==> src/rtl/joystick_adc_reader.sv <==
// ---------------------------------------------------------------------------
// joystick_adc_reader
//
// SPI master front end for a 2-channel, 12-bit MCP3202-style ADC. Frames
// alternate between channel 0 (X axis) and channel 1 (Y axis). The most
// recent code for each axis is held in a register. sample_valid pulses
// whenever the Y register is written, which completes an X/Y pair.
//
// Frame layout (cs_n low for 36*CLK_DIV cycles):
//   SETUP : CLK_DIV cycles with sclk low. mosi carries the start bit.
//   SHIFT : 17 sclk periods. Each period is CLK_DIV cycles low, then
//           CLK_DIV cycles high. Bits are indexed 0..16.
//   HOLD  : CLK_DIV cycles with sclk low. The axis register is written on
//           entry to this state.
//   GAP   : GAP_CYCLES cycles with cs_n high. enable is sampled at the end.
//
// Parameters:
//   CLK_DIV     clk cycles per SCLK half-period (>= 2)
//   GAP_CYCLES  clk cycles with cs_n high between frames (>= 1)
//
// Ports:
//   clk           rising-edge clock
//   rst_n         asynchronous active-low reset
//   enable        run continuous conversions while high
//   adc_miso      ADC data out
//   adc_sclk      SPI clock, mode 0, idles low
//   adc_mosi      ADC command in
//   adc_cs_n      ADC chip select, active low
//   x_axis_out    latest channel-0 code
//   y_axis_out    latest channel-1 code
//   sample_valid  1-cycle pulse when y_axis_out updates
//   busy          high whenever the FSM is not in IDLE
// ---------------------------------------------------------------------------
module joystick_adc_reader #(
  parameter int CLK_DIV    = 25,
  parameter int GAP_CYCLES = 1000
) (
  input  logic        clk,
  input  logic        rst_n,
  input  logic        enable,
  input  logic        adc_miso,
  output logic        adc_sclk,
  output logic        adc_mosi,
  output logic        adc_cs_n,
  output logic [11:0] x_axis_out,
  output logic [11:0] y_axis_out,
  output logic        sample_valid,
  output logic        busy
);

  // One phase counter serves SETUP, the SHIFT half-periods, HOLD and GAP.
  // It is sized for the longest of those phases.
  localparam int CNT_MAX = (GAP_CYCLES > CLK_DIV) ? GAP_CYCLES : CLK_DIV;
  localparam int CNT_W   = (CNT_MAX > 1) ? $clog2(CNT_MAX) : 1;
  localparam logic [CNT_W-1:0] DIV_LAST = CNT_W'(CLK_DIV - 1);
  localparam logic [CNT_W-1:0] GAP_LAST = CNT_W'(GAP_CYCLES - 1);

  localparam int         FRAME_BITS     = 17;
  localparam logic [4:0] LAST_BIT       = 5'(FRAME_BITS - 1);
  // Index 4 is the ADC null bit. Data bits B11..B0 occupy indices 5..16.
  localparam logic [4:0] FIRST_DATA_BIT = 5'd5;

  typedef enum logic [2:0] {
    IDLE  = 3'd0,
    SETUP = 3'd1,
    SHIFT = 3'd2,
    HOLD  = 3'd3,
    GAP   = 3'd4
  } state_t;

  state_t             state_reg, state_next;
  logic [CNT_W-1:0]   cnt_reg, cnt_next;
  logic [4:0]         bit_idx_reg, bit_idx_next;
  logic               sclk_reg, sclk_next;
  logic               mosi_reg, mosi_next;
  logic               cs_n_reg, cs_n_next;
  logic [11:0]        shreg_reg, shreg_next;
  logic [11:0]        x_reg, x_next;
  logic [11:0]        y_reg, y_next;
  logic               valid_reg, valid_next;
  logic               busy_reg, busy_next;
  logic               chan_reg, chan_next;

  logic               div_done;
  logic               gap_done;
  logic               rise_evt;
  logic               fall_evt;
  logic               last_bit;
  logic               hold_entry;
  logic [4:0]         bit_idx_inc;
  logic [FRAME_BITS-1:0] cmd_bits;

  // Command word, indexed by frame bit. The layout is:
  //   bit 0 = start, bit 1 = single-ended, bit 2 = channel,
  //   bit 3 = MSB-first, and bits 4..16 are don't-care, sent as 0.
  generate
    for (genvar gi = 0; gi < FRAME_BITS; gi++) begin : g_cmd
      if (gi == 2) begin : g_chan
        assign cmd_bits[gi] = chan_reg;
      end else if (gi <= 3) begin : g_one
        assign cmd_bits[gi] = 1'b1;
      end else begin : g_zero
        assign cmd_bits[gi] = 1'b0;
      end
    end
  endgenerate

  assign div_done    = (cnt_reg == DIV_LAST);
  assign gap_done    = (cnt_reg == GAP_LAST);
  assign last_bit    = (bit_idx_reg == LAST_BIT);
  assign bit_idx_inc = bit_idx_reg + 5'd1;
  // Half-period boundaries inside SHIFT: a low half ends with a rising
  // sclk edge, and a high half ends with a falling one.
  assign rise_evt    = (state_reg == SHIFT) && div_done && !sclk_reg;
  assign fall_evt    = (state_reg == SHIFT) && div_done &&  sclk_reg;
  assign hold_entry  = (state_reg == SHIFT) && (state_next == HOLD);

  // -------------------------------------------------------------------------
  // State and output registers
  // -------------------------------------------------------------------------
  always_ff @(posedge clk or negedge rst_n) begin
    if (!rst_n) begin
      state_reg   <= IDLE;
      cnt_reg     <= '0;
      bit_idx_reg <= '0;
      sclk_reg    <= 1'b0;
      mosi_reg    <= 1'b0;
      cs_n_reg    <= 1'b1;
      shreg_reg   <= '0;
      x_reg       <= '0;
      y_reg       <= '0;
      valid_reg   <= 1'b0;
      busy_reg    <= 1'b0;
      chan_reg    <= 1'b0;
    end else begin
      state_reg   <= state_next;
      cnt_reg     <= cnt_next;
      bit_idx_reg <= bit_idx_next;
      sclk_reg    <= sclk_next;
      mosi_reg    <= mosi_next;
      cs_n_reg    <= cs_n_next;
      shreg_reg   <= shreg_next;
      x_reg       <= x_next;
      y_reg       <= y_next;
      valid_reg   <= valid_next;
      busy_reg    <= busy_next;
      chan_reg    <= chan_next;
    end
  end

  // -------------------------------------------------------------------------
  // Next-state logic
  // -------------------------------------------------------------------------
  always_comb begin
    state_next = state_reg;
    case (state_reg)
      IDLE:    if (enable)              state_next = SETUP;
      SETUP:   if (div_done)            state_next = SHIFT;
      SHIFT:   if (fall_evt && last_bit) state_next = HOLD;
      HOLD:    if (div_done)            state_next = GAP;
      GAP:     if (gap_done)            state_next = enable ? SETUP : IDLE;
      default:                          state_next = IDLE;
    endcase
  end

  // -------------------------------------------------------------------------
  // Output / datapath logic. Every output is computed from state_next, so
  // the registered pins change on the same edge as the state.
  // -------------------------------------------------------------------------
  always_comb begin
    // Phase counter: restart on every state change and at each SHIFT
    // half-period boundary. Hold at zero while idle.
    cnt_next = cnt_reg + CNT_W'(1);
    if ((state_next != state_reg) || (state_reg == IDLE) ||
        ((state_reg == SHIFT) && div_done)) begin
      cnt_next = '0;
    end

    // sclk toggles only at half-period boundaries inside SHIFT. It is
    // forced low everywhere else, so the 17th falling edge coincides with
    // entry to HOLD.
    sclk_next = 1'b0;
    if ((state_reg == SHIFT) && (state_next == SHIFT)) begin
      sclk_next = div_done ? ~sclk_reg : sclk_reg;
    end

    bit_idx_next = bit_idx_reg;
    if (state_reg != SHIFT) begin
      bit_idx_next = '0;
    end else if (fall_evt && !last_bit) begin
      bit_idx_next = bit_idx_inc;
    end

    // mosi only changes at the start of a low half, which is the falling
    // edge of the previous bit. The start bit is presented during SETUP.
    case (state_next)
      SETUP:   mosi_next = cmd_bits[0];
      SHIFT:   mosi_next = fall_evt ? cmd_bits[bit_idx_inc] : mosi_reg;
      default: mosi_next = 1'b0;
    endcase

    cs_n_next = !((state_next == SETUP) || (state_next == SHIFT) ||
                  (state_next == HOLD));
    busy_next = (state_next != IDLE);

    // Clear at frame start so no bits carry over from an earlier frame.
    // Sample on the rising sclk edge for the data indices only.
    shreg_next = shreg_reg;
    if ((state_next == SETUP) && (state_reg != SETUP)) begin
      shreg_next = '0;
    end else if (rise_evt && (bit_idx_reg >= FIRST_DATA_BIT)) begin
      shreg_next = {shreg_reg[10:0], adc_miso};
    end

    x_next     = x_reg;
    y_next     = y_reg;
    valid_next = 1'b0;
    if (hold_entry) begin
      if (chan_reg) begin
        y_next     = shreg_reg;
        valid_next = 1'b1;
      end else begin
        x_next     = shreg_reg;
      end
    end

    // The channel alternates per frame. Any return to IDLE restarts the
    // next run on X, even when only the X half of a pair completed.
    chan_next = chan_reg;
    if (state_next == IDLE) begin
      chan_next = 1'b0;
    end else if (hold_entry) begin
      chan_next = ~chan_reg;
    end
  end

  assign adc_sclk     = sclk_reg;
  assign adc_mosi     = mosi_reg;
  assign adc_cs_n     = cs_n_reg;
  assign x_axis_out   = x_reg;
  assign y_axis_out   = y_reg;
  assign sample_valid = valid_reg;
  assign busy         = busy_reg;

endmodule

==> config.mk <==
export PLATFORM = sky130hd
export DESIGN_NAME = joystick_adc_reader
export DESIGN_NICKNAME = d
export VERILOG_FILES = /design/src/rtl/joystick_adc_reader.sv
export SDC_FILE = /design/constraint.sdc
export NUM_CORES = 1
export LEC_CHECK = 0
export CORE_MARGIN = 1
export CORE_UTILIZATION = 50
export CTS_CLUSTER_SIZE = 14
export DETAILED_ROUTE_END_ITERATION = 10
export PLACE_DENSITY = 0.78
export SYNTH_ARGS = -nofsm -noshare
export SYNTH_HDL_FRONTEND = slang
export SYNTH_SLANG_ARGS = --single-unit
==> constraint.sdc <==
create_clock -name clk -period 2.3 [get_ports clk]
set_input_delay 0.46 -clock clk [delete_from_list [all_inputs] [get_ports clk]]
set_output_delay 0.46 -clock clk [all_outputs]
set_load 0.01 [all_outputs]
==> results.yml <==
finish:
  syn_to_final_growth_pct: 22.9
  drive_above_1_share: 0.175
  layout.nets: 279
  diodes: 0
  final-instance-count-excl-fill: 345
sta:
  hold_violations: 0
  skew_ps: 7.68
  setup_viol: 0
  fin_crit_sh: 0.908
  slew_viol_final: 0
  max_freq_ghz: 0.479
  period_needed_ps: 2090
  worst_pin_slew_ps: 582
  rsz0062_at_grt: "no"
  fin_tns_setup_ps: 0
  max_slew_margin: 0.612
global_routing:
  antenna_found_initial: 0
  grt_pass1_wl_um: 8270
  overflow: 0
  gr-usage-all-layers: 0.203
  grt_max_degree: 37
  grt_pass1_vias: 1738
clock_network:
  cts.sinks: 60
  cts_made_buffers: 9
  cts-htree-levels: 3
  cts_tree: "yes"
  clock_latency_ps: 340
  cts_root_buf: "clkbuf_8"
  cts_hold_buf: 0
  path_clk_slew_ps: 70
  post_cts_buffers: 0
  ctsLongestPathBuffers: 2
  post_cts_resized: 0
floorplanning:
  rows: 26
  die_y_um: 75.7
  design.die.area_mm2: 0.00573
  die_w_um: 75.7
  core_area_mm2: 0.00517
  ios: 33
  initial_core_util: 0.525
yosys:
  synth_warnings: 0
  synth_edf_count: 0
  synth_fp_nets: 233
  yosys.area.top_type_share: 0.544
  synthArstFlopShare: 1.00
  seq_area_frac_synth: 0.553
  synth_cell_types: 41
  ys_ff_latch: 60
  syn_area_mm2: 0.00272
  synth.largest_area_cell: "dfrtp_1"
  syn_avg_cell_area_um2: 12.1
  yosys-top-cells-area: "dfrtp_1 (54%), mux2_1 (5.0%), mux2_2 (5.0%)"
  synth_ff_type: "dfrtp_1"
  syn_inst: 224
setup_path:
  worst-path-max-fanout: 6
  reg2regPathDepth: 8
  reg2reg_from: "cnt_reg[0]$_DFF_PN0_"
  cp_slowest_cell: "a311o_4"
  rrSetupSlack_ps: 210
  critPathTopFamily: "simple AND/OR/NAND/NOR gates"
  cp_data_arrival_time_ps: 2310
  r2r_end: "chan_reg$_DFFE_PN0P_"
  critPathLaunchType: "flip-flop"
  cpPeakStageDelay_ps: 460
  worstSetupPathType: "flip-flop to flip-flop"
  cp.required_ps: 2520
  crit_buf_inv: 2
  worst_setup_path_end_kind: "flip-flop"
  crit_path_cell_trace: "inv_1, ha_1, nor3b_1, buf_4, nand3_4, a311o_4, nor2_1, a21oi_1"
run:
  drv_cap: 0
power_and_ir_drop:
  p_per_area_mw_per_mm2: 762
  ir_drop_mv: 0.611
  leakage_nw: 1.50
placement:
  io_buffers: 32
  dp.final_hpwl_um: 3400
  dp_cells: 329
  routabilityCongestion: 0.843
route:
  drt_iter0_drc: 87
  drt_pass1_iterations: 4
  viasPerCell: 5.26
  wl_per_cell_um: 14.5
  wl_um: 4990
  vias: 1814
  ant_nets: 0
  drc: 0
run_status:
  outcome: "finished, final reports clean"
min_path:
  hold_path_class: "primary input to asynchronous set/reset pin"
layer usage:
metal  up-vias  global-route usage  routed length [um]
li1        873                   -                   -
met5         -                   0                   0
met2        31               0.294                2350
met1       899               0.268                2370
met4         0               0.101                 104
met3        11              0.0754                 169
layout make-up:
| class | count | area (um^2) |
|---|---|---|
| Tap cell | 70 | 87.6 |
| Timing Repair Buffer | 41 | 408 |
| Sequential cell | 60 | 1500 |
| Multi-Input combinational cell | 149 | 1130 |
| Inverter | 9 | 33.8 |
| Clock buffer | 11 | 141 |
| Fill cell | 394 | 1840 |
| Clock inverter | 5 | 27.5 |
synthesized netlist by cell type, types with 2 or more instances:
cell      instances
dfrtp_1          59
nor2_1           31
mux2_1           12
mux2_2           12
mux2i_1          12
nand2_1          10
inv_1             9
nand3_1           9
xor2_1            6
ha_1              5
nor3_1            5
a21oi_1           4
nand4_1           4
o21ai_1           4
xnor2_1           4
and2_1            3
o31a_1            3
o31ai_1           3
buf_2             2
buf_6             2
nand2b_1          2
nor2b_1           2
nor4_4            2
o21ai_0           2
cell families (layout without fill, tap and decap cells):
| family | after synthesis | in the layout | share of synthesized area |
|---|---|---|---|
| simple gates | 77 | 77 | 0.158 |
| xor+xnor | 10 | 10 | 0.0323 |
| compound gates | 21 | 21 | 0.0613 |
| flops | 60 | 60 | 0.553 |
| fa+ha+maj | 5 | 5 | 0.0230 |
| mux | 36 | 36 | 0.144 |
| buf+inv | 15 | 66 | 0.0286 |
power by group:
part	switching (mW)	internal (mW)	total, mW
registers	0.123	1.17	1.29
clock network	0.395	0.412	0.806
logic	0.239	0.207	0.446
worst max-delay path by stage:
stage | start | to | slack, ps | cells past startpoint
2_1_floorplan | cnt_reg[0]$_DFF_PN0_ | x_axis_out[11]$_DFFE_PN0P_ | 200 | 7
3_3_place_gp | cnt_reg[0]$_DFF_PN0_ | chan_reg$_DFFE_PN0P_ | 250 | 8
3_5_place_dp | cnt_reg[0]$_DFF_PN0_ | chan_reg$_DFFE_PN0P_ | 240 | 8
4_1_cts | cnt_reg[0]$_DFF_PN0_ | chan_reg$_DFFE_PN0P_ | 210 | 8
5_1_grt | state_reg[0]$_DFF_PN0_ | x_axis_out[11]$_DFFE_PN0P_ | 70 | 5
6_report | cnt_reg[0]$_DFF_PN0_ | chan_reg$_DFFE_PN0P_ | 210 | 8
cells in the final DEF (no fill, tap or decap), drive strengths merged, types with 2 or more instances in the layout:
cell / instances
ha: 5
and2: 3
nand3: 11
xor2: 6
a21oi: 5
nor3b: 2
mux2: 24
nand2b: 2
clkbuf: 11
xnor2: 4
nor3: 6
nor2: 31
buf: 10
o21ai: 6
nor2b: 2
nand4: 4
clkdlybuf4s50: 31
clkinv: 4
nor4: 2
o31a: 3
dfrtp: 59
a311o: 2
o31ai: 3
mux2i: 12
nand2: 10
inv: 9
stage by stage:
step | utilization | hold WS, ps | worst slack [ps] | power [mW] | cell area, um^2
finish | 0.645 | 119 | 211 | 2.54 | 3340
detailed placement | 0.612 | 478 | 242 | 1.76 | 3170
CTS | 0.645 | 114 | 213 | 2.57 | 3340
global route | 0.645 | 145 | 72.7 | 2.68 | 3340
global placement | 0.612 | 473 | 250 | 1.74 | 3170
floorplan | - | 164 | 199 | 1.59 | 2720
Power figures use the tool's default switching activity.
